<file path="src/rtl/count_sequencer_if.sv">
// ----------------------------------------------------------------------------
// count_sequencer_if
// Groups the control inputs and pattern outputs of count_sequencer.
//
// Signalling: there is no valid/ready handshake on this interface. Every
// control input is a level. start is acted on only while the sequencer is
// idle, stop wins over start, and lo/hi are sampled only on an accepted start.
// step and cfg_err are single-cycle registered pulses. All other outputs are
// registered levels, or decodes of registered state.
//
// Signals
//   start, stop   controller -> sequencer   run control levels
//   speed[1:0]    controller -> sequencer   step period = BASE_DIV << speed
//   lo, hi [7:0]  controller -> sequencer   bounce bounds
//   count [7:0]   sequencer -> controller   current pattern value (LEDs)
//   ud            sequencer -> controller   1 = rising phase, 0 = falling
//   busy          sequencer -> controller   not idle
//   step          sequencer -> controller   pulse after each +/-1 change
//   laps  [7:0]   sequencer -> controller   completed up/down cycles, wraps
//   cfg_err       sequencer -> controller   pulse on a rejected start
//   state [2:0]   sequencer -> controller   FSM state, for debug/observation
// ----------------------------------------------------------------------------
interface count_sequencer_if;
    logic       start;
    logic       stop;
    logic [1:0] speed;
    logic [7:0] lo;
    logic [7:0] hi;
    logic [7:0] count;
    logic       ud;
    logic       busy;
    logic       step;
    logic [7:0] laps;
    logic       cfg_err;
    logic [2:0] state;

    modport master (
        output start, stop, speed, lo, hi,
        input  count, ud, busy, step, laps, cfg_err, state
    );

    modport slave (
        input  start, stop, speed, lo, hi,
        output count, ud, busy, step, laps, cfg_err, state
    );
endinterface

</file>
<file path="src/rtl/count_sequencer.sv">
// ----------------------------------------------------------------------------
// count_sequencer
// Drives an 8-bit LED count in a bounce pattern: it counts up from lo to hi,
// dwells, counts down to lo, dwells, and repeats. The step rate comes from an
// enable-style prescaler, so the whole block runs on clk alone.
//
// Parameters
//   BASE_DIV    clock cycles per step at speed 0 (>= 2)
//   HOLD_TICKS  dwell length at each bound, in step ticks (>= 1)
// Ports
//   clk         system clock, rising edge
//   reset       asynchronous, active-high reset
//   bus         count_sequencer_if.slave (control in, pattern/status out)
// ----------------------------------------------------------------------------
module count_sequencer #(
    parameter int BASE_DIV   = 4,
    parameter int HOLD_TICKS = 2
) (
    input  logic                clk,
    input  logic                reset,
    count_sequencer_if.slave    bus
);

    // The prescaler must reach BASE_DIV*8 - 1 (speed 3).
    localparam int PW = $clog2(BASE_DIV * 8);
    localparam int HW = $clog2(HOLD_TICKS + 1);

    localparam logic [2:0] S_IDLE    = 3'd0;
    localparam logic [2:0] S_UP      = 3'd1;
    localparam logic [2:0] S_HOLD_HI = 3'd2;
    localparam logic [2:0] S_DOWN    = 3'd3;
    localparam logic [2:0] S_HOLD_LO = 3'd4;

    logic [2:0]    state;
    logic [1:0]    speed_q;
    logic [PW-1:0] pre;
    logic [PW-1:0] period_m1;
    logic [HW-1:0] hold;
    logic [7:0]    lo_q;
    logic [7:0]    hi_q;
    logic [7:0]    count;
    logic [7:0]    laps;
    logic          step;
    logic          cfg_err;

    logic          speed_chg;
    logic          tick;
    logic          start_req;
    logic          start_ok;
    logic          hold_done;
    logic          abort;

    always_comb begin
        period_m1 = PW'((BASE_DIV << speed_q) - 1);
        speed_chg = (bus.speed != speed_q);
        // A speed change suppresses the tick so the new period starts cleanly.
        tick      = (state != S_IDLE) && !speed_chg && (pre == period_m1);
        start_req = (state == S_IDLE) && bus.start && !bus.stop;
        start_ok  = start_req && (bus.lo < bus.hi);
        hold_done = (hold == HW'(HOLD_TICKS - 1));
        abort     = (state != S_IDLE) && bus.stop;
    end

    // Prescaler. It is held at zero while idle, so it also reads zero on the
    // cycle that follows an accepted start.
    always_ff @(posedge clk or posedge reset) begin
        if (reset) begin
            speed_q <= 2'd0;
            pre     <= '0;
        end else begin
            speed_q <= bus.speed;
            if (state == S_IDLE || speed_chg || tick || abort)
                pre <= '0;
            else
                pre <= pre + PW'(1);
        end
    end

    // Sequencer FSM.
    always_ff @(posedge clk or posedge reset) begin
        if (reset) begin
            state   <= S_IDLE;
            count   <= 8'd0;
            laps    <= 8'd0;
            lo_q    <= 8'd0;
            hi_q    <= 8'd0;
            hold    <= '0;
            step    <= 1'b0;
            cfg_err <= 1'b0;
        end else begin
            step    <= 1'b0;
            cfg_err <= start_req && !start_ok;
            if (abort) begin
                // count and laps are left as they are, so the LEDs freeze.
                state <= S_IDLE;
                hold  <= '0;
            end else begin
                case (state)
                    S_IDLE: begin
                        if (start_ok) begin
                            lo_q  <= bus.lo;
                            hi_q  <= bus.hi;
                            count <= bus.lo;
                            state <= S_UP;
                        end
                    end
                    S_UP: begin
                        if (tick) begin
                            count <= count + 8'd1;
                            step  <= 1'b1;
                            if (count + 8'd1 == hi_q)
                                state <= S_HOLD_HI;
                        end
                    end
                    S_HOLD_HI: begin
                        if (tick) begin
                            if (hold_done) begin
                                hold  <= '0;
                                state <= S_DOWN;
                            end else begin
                                hold <= hold + HW'(1);
                            end
                        end
                    end
                    S_DOWN: begin
                        if (tick) begin
                            count <= count - 8'd1;
                            step  <= 1'b1;
                            if (count - 8'd1 == lo_q)
                                state <= S_HOLD_LO;
                        end
                    end
                    S_HOLD_LO: begin
                        if (tick) begin
                            if (hold_done) begin
                                hold  <= '0;
                                laps  <= laps + 8'd1;
                                state <= S_UP;
                            end else begin
                                hold <= hold + HW'(1);
                            end
                        end
                    end
                    default: begin
                        state <= S_IDLE;
                        hold  <= '0;
                    end
                endcase
            end
        end
    end

    assign bus.count   = count;
    assign bus.ud      = (state != S_HOLD_HI) && (state != S_DOWN);
    assign bus.busy    = (state != S_IDLE);
    assign bus.step    = step;
    assign bus.laps    = laps;
    assign bus.cfg_err = cfg_err;
    assign bus.state   = state;

endmodule

</file>
<file path="src/flat_wrapper.sv">
// flat-port wrapper written by rule: the top's interface ports become plain ports
module count_sequencer_flat 
#(
    parameter int BASE_DIV   = 4,
    parameter int HOLD_TICKS = 2
)
  (clk, reset, bus_start, bus_stop, bus_speed, bus_lo, bus_hi, bus_count, bus_ud, bus_busy, bus_step, bus_laps, bus_cfg_err, bus_state);
  count_sequencer_if bus_i ();
  input  logic clk;
  input  logic reset;
  input wire logic [$bits(bus_i.start)-1:0] bus_start;
  input wire logic [$bits(bus_i.stop)-1:0] bus_stop;
  input wire logic [$bits(bus_i.speed)-1:0] bus_speed;
  input wire logic [$bits(bus_i.lo)-1:0] bus_lo;
  input wire logic [$bits(bus_i.hi)-1:0] bus_hi;
  output wire logic [$bits(bus_i.count)-1:0] bus_count;
  output wire logic [$bits(bus_i.ud)-1:0] bus_ud;
  output wire logic [$bits(bus_i.busy)-1:0] bus_busy;
  output wire logic [$bits(bus_i.step)-1:0] bus_step;
  output wire logic [$bits(bus_i.laps)-1:0] bus_laps;
  output wire logic [$bits(bus_i.cfg_err)-1:0] bus_cfg_err;
  output wire logic [$bits(bus_i.state)-1:0] bus_state;
  assign bus_i.start = bus_start;
  assign bus_i.stop = bus_stop;
  assign bus_i.speed = bus_speed;
  assign bus_i.lo = bus_lo;
  assign bus_i.hi = bus_hi;
  assign bus_count = bus_i.count;
  assign bus_ud = bus_i.ud;
  assign bus_busy = bus_i.busy;
  assign bus_step = bus_i.step;
  assign bus_laps = bus_i.laps;
  assign bus_cfg_err = bus_i.cfg_err;
  assign bus_state = bus_i.state;
  count_sequencer #(.BASE_DIV(BASE_DIV), .HOLD_TICKS(HOLD_TICKS)) u_core (.clk(clk), .reset(reset), .bus(bus_i));
endmodule
</file>
<file path="config.mk">
export PLATFORM = sky130hd
export DESIGN_NAME = count_sequencer_flat
export DESIGN_NICKNAME = d
export VERILOG_FILES = /design/src/rtl/count_sequencer_if.sv /design/src/rtl/count_sequencer.sv /design/src/flat_wrapper.sv
export SDC_FILE = /design/constraint.sdc
export NUM_CORES = 1
export LEC_CHECK = 0
export BUFFER_PORTS_ARGS = -buffer_cell sky130_fd_sc_hd__buf_2
export CAP_MARGIN = 10
export CORE_MARGIN = 2
export CORE_UTILIZATION = 25
export CTS_BUF_LIST = sky130_fd_sc_hd__clkbuf_2
export DETAILED_ROUTE_END_ITERATION = 8
export SYNTH_ARGS = -nofsm -noshare
export SYNTH_HDL_FRONTEND = slang
export SYNTH_SLANG_ARGS = --single-unit
</file>
<file path="constraint.sdc">
create_clock -name clk -period 2.85 [get_ports clk]
set_input_delay 0.57 -clock clk [delete_from_list [all_inputs] [get_ports clk]]
set_output_delay 0.57 -clock clk [all_outputs]
set_load 0.02 [all_outputs]
</file>
==> run_results.csv <==
group,metric,value,unit
yosys,synth-compound-area-share,17.3,%
grt,grtUsageTotal,12.9,%
power,power_density,827,mW/mm^2
yosys,synthCells,328,
yosys,syn_area,0.00299,sq mm
clocking,cts_buffers,5,
grt,grt-ovfl-total,0,
timing,setup_viol,0,
outcome,status,"completed",
timing,setup_tns,0,ps
clocking,clock_path_buffers,2,
floorplanning,dieArea,0.0129,sq mm
floorplanning,ios,45,
floorplanning,start_util,25.9,%
yosys,synth_area_leaders,"dfrtp_1, mux2_2, xnor2_1",
floorplanning,core,0.0116,sq mm
worst_setup_path,crit_start,"u_core.bus.count[0]$_DFFE_PP0P_",
worst_setup_path,reg2reg_to,"u_core.bus.state[0]$_DFFE_PP0P_",
floorplanning,row_count,39,
hold_path,min-delay-start,"bus_speed[0]",
worst_setup_path,critPathKind,"reg -> reg",
worst_setup_path,crit_slowest_cell,"dfrtp_1",
timing,min_period,2690,ps
worst_setup_path,end_kind,"flip-flop",
yosys,avgSynthCellArea,9.13,sq um
yosys,synth_top_family_by_area,"simple AND/OR/NAND/NOR gates",
hold_path,hold_end,"u_core.speed_q[0]$_DFF_PP0_",
drt,wl,8070,um
final_layout,drive_gt1_share,24.9,%
timing,slew_headroom,39.1,%
flow_run,cap_violations,0,
yosys,ys.flop_type,"dfrtp_1",
yosys,synth-async-reset-ratio,100,%
place,port_buffers,44,
clocking,cts-root-buf,"clkbuf_2",
worst_setup_path,crit_required,3160,ps
grt,antenna_found_initial,0,
grt,grt_pass1_wl,13400,um
yosys,synth_most_common_cell,"dfrtp_1",
hold_path,hp-class,"in -> reg",
final_layout,syn_to_final_growth,16.0,%
drt,first_pass_iters,4,
drt,vias_per_cell,5.11,
grt,grt_pass1_vias,2716,
worst_setup_path,reg2reg_from,"u_core.bus.count[0]$_DFFE_PP0P_",
yosys,synth_commonest_cells,"dfrtp_1, nor2_1, nand2_1, xnor2_1, inv_1",
worst_setup_path,cp_max_fo,7,
yosys,ys_types,51,
final_layout,n_antenna_cell,0,
floorplanning,die_x,113,um
drt,drc,0,
yosys,synth.ff_latch_count,46,
yosys,synth_top_cell_by_area,"dfrtp_1",
power,ir_worst_vdd,0.197,mV
yosys,synth-edff-count,0,
timing,max_freq,371,MHz
yosys,yosysWarnings,0,
drt,vias,2655,
final_layout,fin_util,30.0,%
worst_setup_path,regToRegSetupSlack,160,ps
timing,maxSlewViolCount,0,
power,leakagePower,1.53,nW
clocking,cts_tree,"yes",
clocking,clock_latency,410,ps
worst_setup_path,critical_path_arrival,3000,ps
grt,grt_max_degree,22,
timing,finClkSkew,21.6,ps
yosys,seq_area_frac_synth,38.4,%
yosys,synth-xor-area-share,9.65,%
yosys,synthSimpleGateAreaFrac,18.1,%
worst_setup_path,max_stage_delay,530,ps
place,gp_congestion,0.873,
hold_path,whs_path_depth,1,
timing,finalCritPeriodShare,94.4,%
drt,drt-initial-drc-count,94,
worst_setup_path,rr_worst_depth,9,
timing,rsz0062_at_grt,"no",
clocking,cts.clk_slew.worst_paths,230,ps
clocking,post_cts_buffers,0,
yosys,yosysTopAreaCellShare,38.4,%
timing,finalHoldViolCount,0,
drt,route.detailed.wl_per_inst,15.5,um
drt,postRouteAntennaNets,0,
timing,worst_slew_pin_slew,901,ps
yosys,synth.area.mux_share,6.77,%
worst_setup_path,cp-start-kind,"flip-flop",
clocking,cts.sinks,46,
floorplanning,die_h,113,um
place,hpwl,6380,um
clocking,htree_levels,2,
worst_setup_path,cp_cell_sequence,"inv_1 > ha_1 > xnor2_1 > nand4_1 > a2111oi_2 > buf_4 > a31oi_1 > nor2_1 > mux2_1",
yosys,synthAdderAreaFrac,4.60,%
final_layout,nNetsFinal,409,
yosys,synth_nets,361,
## worst max path at each step
stage / slack (ps) / cells past startpoint / to
floorplan: 220 / 9 / u_core.bus.state[0]$_DFFE_PP0P_
global placement: 10 / 9 / u_core.bus.state[0]$_DFFE_PP0P_
detailed placement: 40 / 9 / u_core.bus.state[0]$_DFFE_PP0P_
CTS: 90 / 9 / u_core.bus.state[0]$_DFFE_PP0P_
global route: 80 / 8 / u_core.bus.state[0]$_DFFE_PP0P_
finish: 160 / 9 / u_core.bus.state[0]$_DFFE_PP0P_
## flip-flops by register name, summed over array words and instances (netlist names), 2 cells and up
signal,cells
u_core.speed_q,2
u_core.hi_q,8
u_core.hold,2
u_core.pre,5
u_core.bus.count,8
u_core.lo_q,8
u_core.bus.state,3
u_core.bus.laps,8
## timing repair
action / 4_1_cts / 5_1_grt
setup endpoints to repair: 1 / 1
resized for setup: 1 / 1
endpoints found under the hold margin: 6 / 0
hold buffers: 1 / 0
## routing by layer
layer,share of wire [%],global-route usage [%]
met1,46,16.4
met4,1.9,4.07
met2,49,22.0
met5,0,0
met3,3.7,2.50
## stage by stage
step                      setup slack [ps]  hold WS [ps]  power [W]  area (sq um)  std cells
after floorplan                        221           433    0.00213          2990        328
after global placement                12.8           449    0.00257          3420        511
after detailed placement              35.7           456    0.00261          3420        511
after CTS                             93.4           244    0.00288          3470        520
after global routing                  79.8           223    0.00310          3470        520
final                                  158           279    0.00287          3470        520
## where the power goes
part,internal (W),switching [W]
sequential,0.000840,0.000230
clock,0.0000525,0.000205
combinational,0.000654,0.000891
## kinds of logic (layout without fill, tap and decap cells)
| group | after synthesis | in the layout |
|---|---|---|
| and+or+nand+nor | 110 | 110 |
| DFF | 46 | 46 |
| muxes | 18 | 18 |
| xor gates and xnor gates | 33 | 33 |
| AOI/OAI and AO/OA | 72 | 72 |
| buffers and inverters | 38 | 87 |
| adders and majority gates | 11 | 11 |
## critical path, delay by kind of cell, from the launching register on
kind                       cells  cell delay (ps)
and+or+nand+nor                2              330
AOI/OAI and AO/OA              2              510
adders and majority gates      1              360
muxes                          1              330
buffers and inverters          2              280
DFF                            1              530
xor gates and xnor gates       1              230
## final cells by class
| class | count | area (sq um) |
|---|---|---|
| Clock buffer | 5 | 25.0 |
| Timing Repair Buffer | 60 | 343 |
| Tap cell | 143 | 179 |
| Clock inverter | 3 | 11.3 |
| Inverter | 19 | 71.3 |
| Sequential cell | 46 | 1150 |
| Fill cell | 1225 | 8090 |
| Multi-Input combinational cell | 244 | 1690 |
## cell usage in the layout, fill, tap and decap left out, types with 3 or more instances in the layout
master	Yosys	routed
nand4_1	9	9
nor4_1	3	3
inv_1	18	17
o21ba_2	3	3
ha_1	11	11
nand2_1	20	20
o22a_1	6	6
a21oi_1	8	8
a31oi_1	10	10
and3_1	5	5
nor3_1	11	11
a211o_1	3	3
clkinv_1	1	4
dfrtp_1	46	46
a21boi_0	3	3
nand3_1	12	12
nand2b_1	3	3
o21a_1	3	3
xor2_1	13	13
clkbuf_2	0	5
nor2_1	33	33
buf_2	5	44
o21ai_0	16	16
mux2_2	17	17
xnor2_1	20	20
buf_4	0	15
No activity file was read; power rests on OpenSTA's default activity.
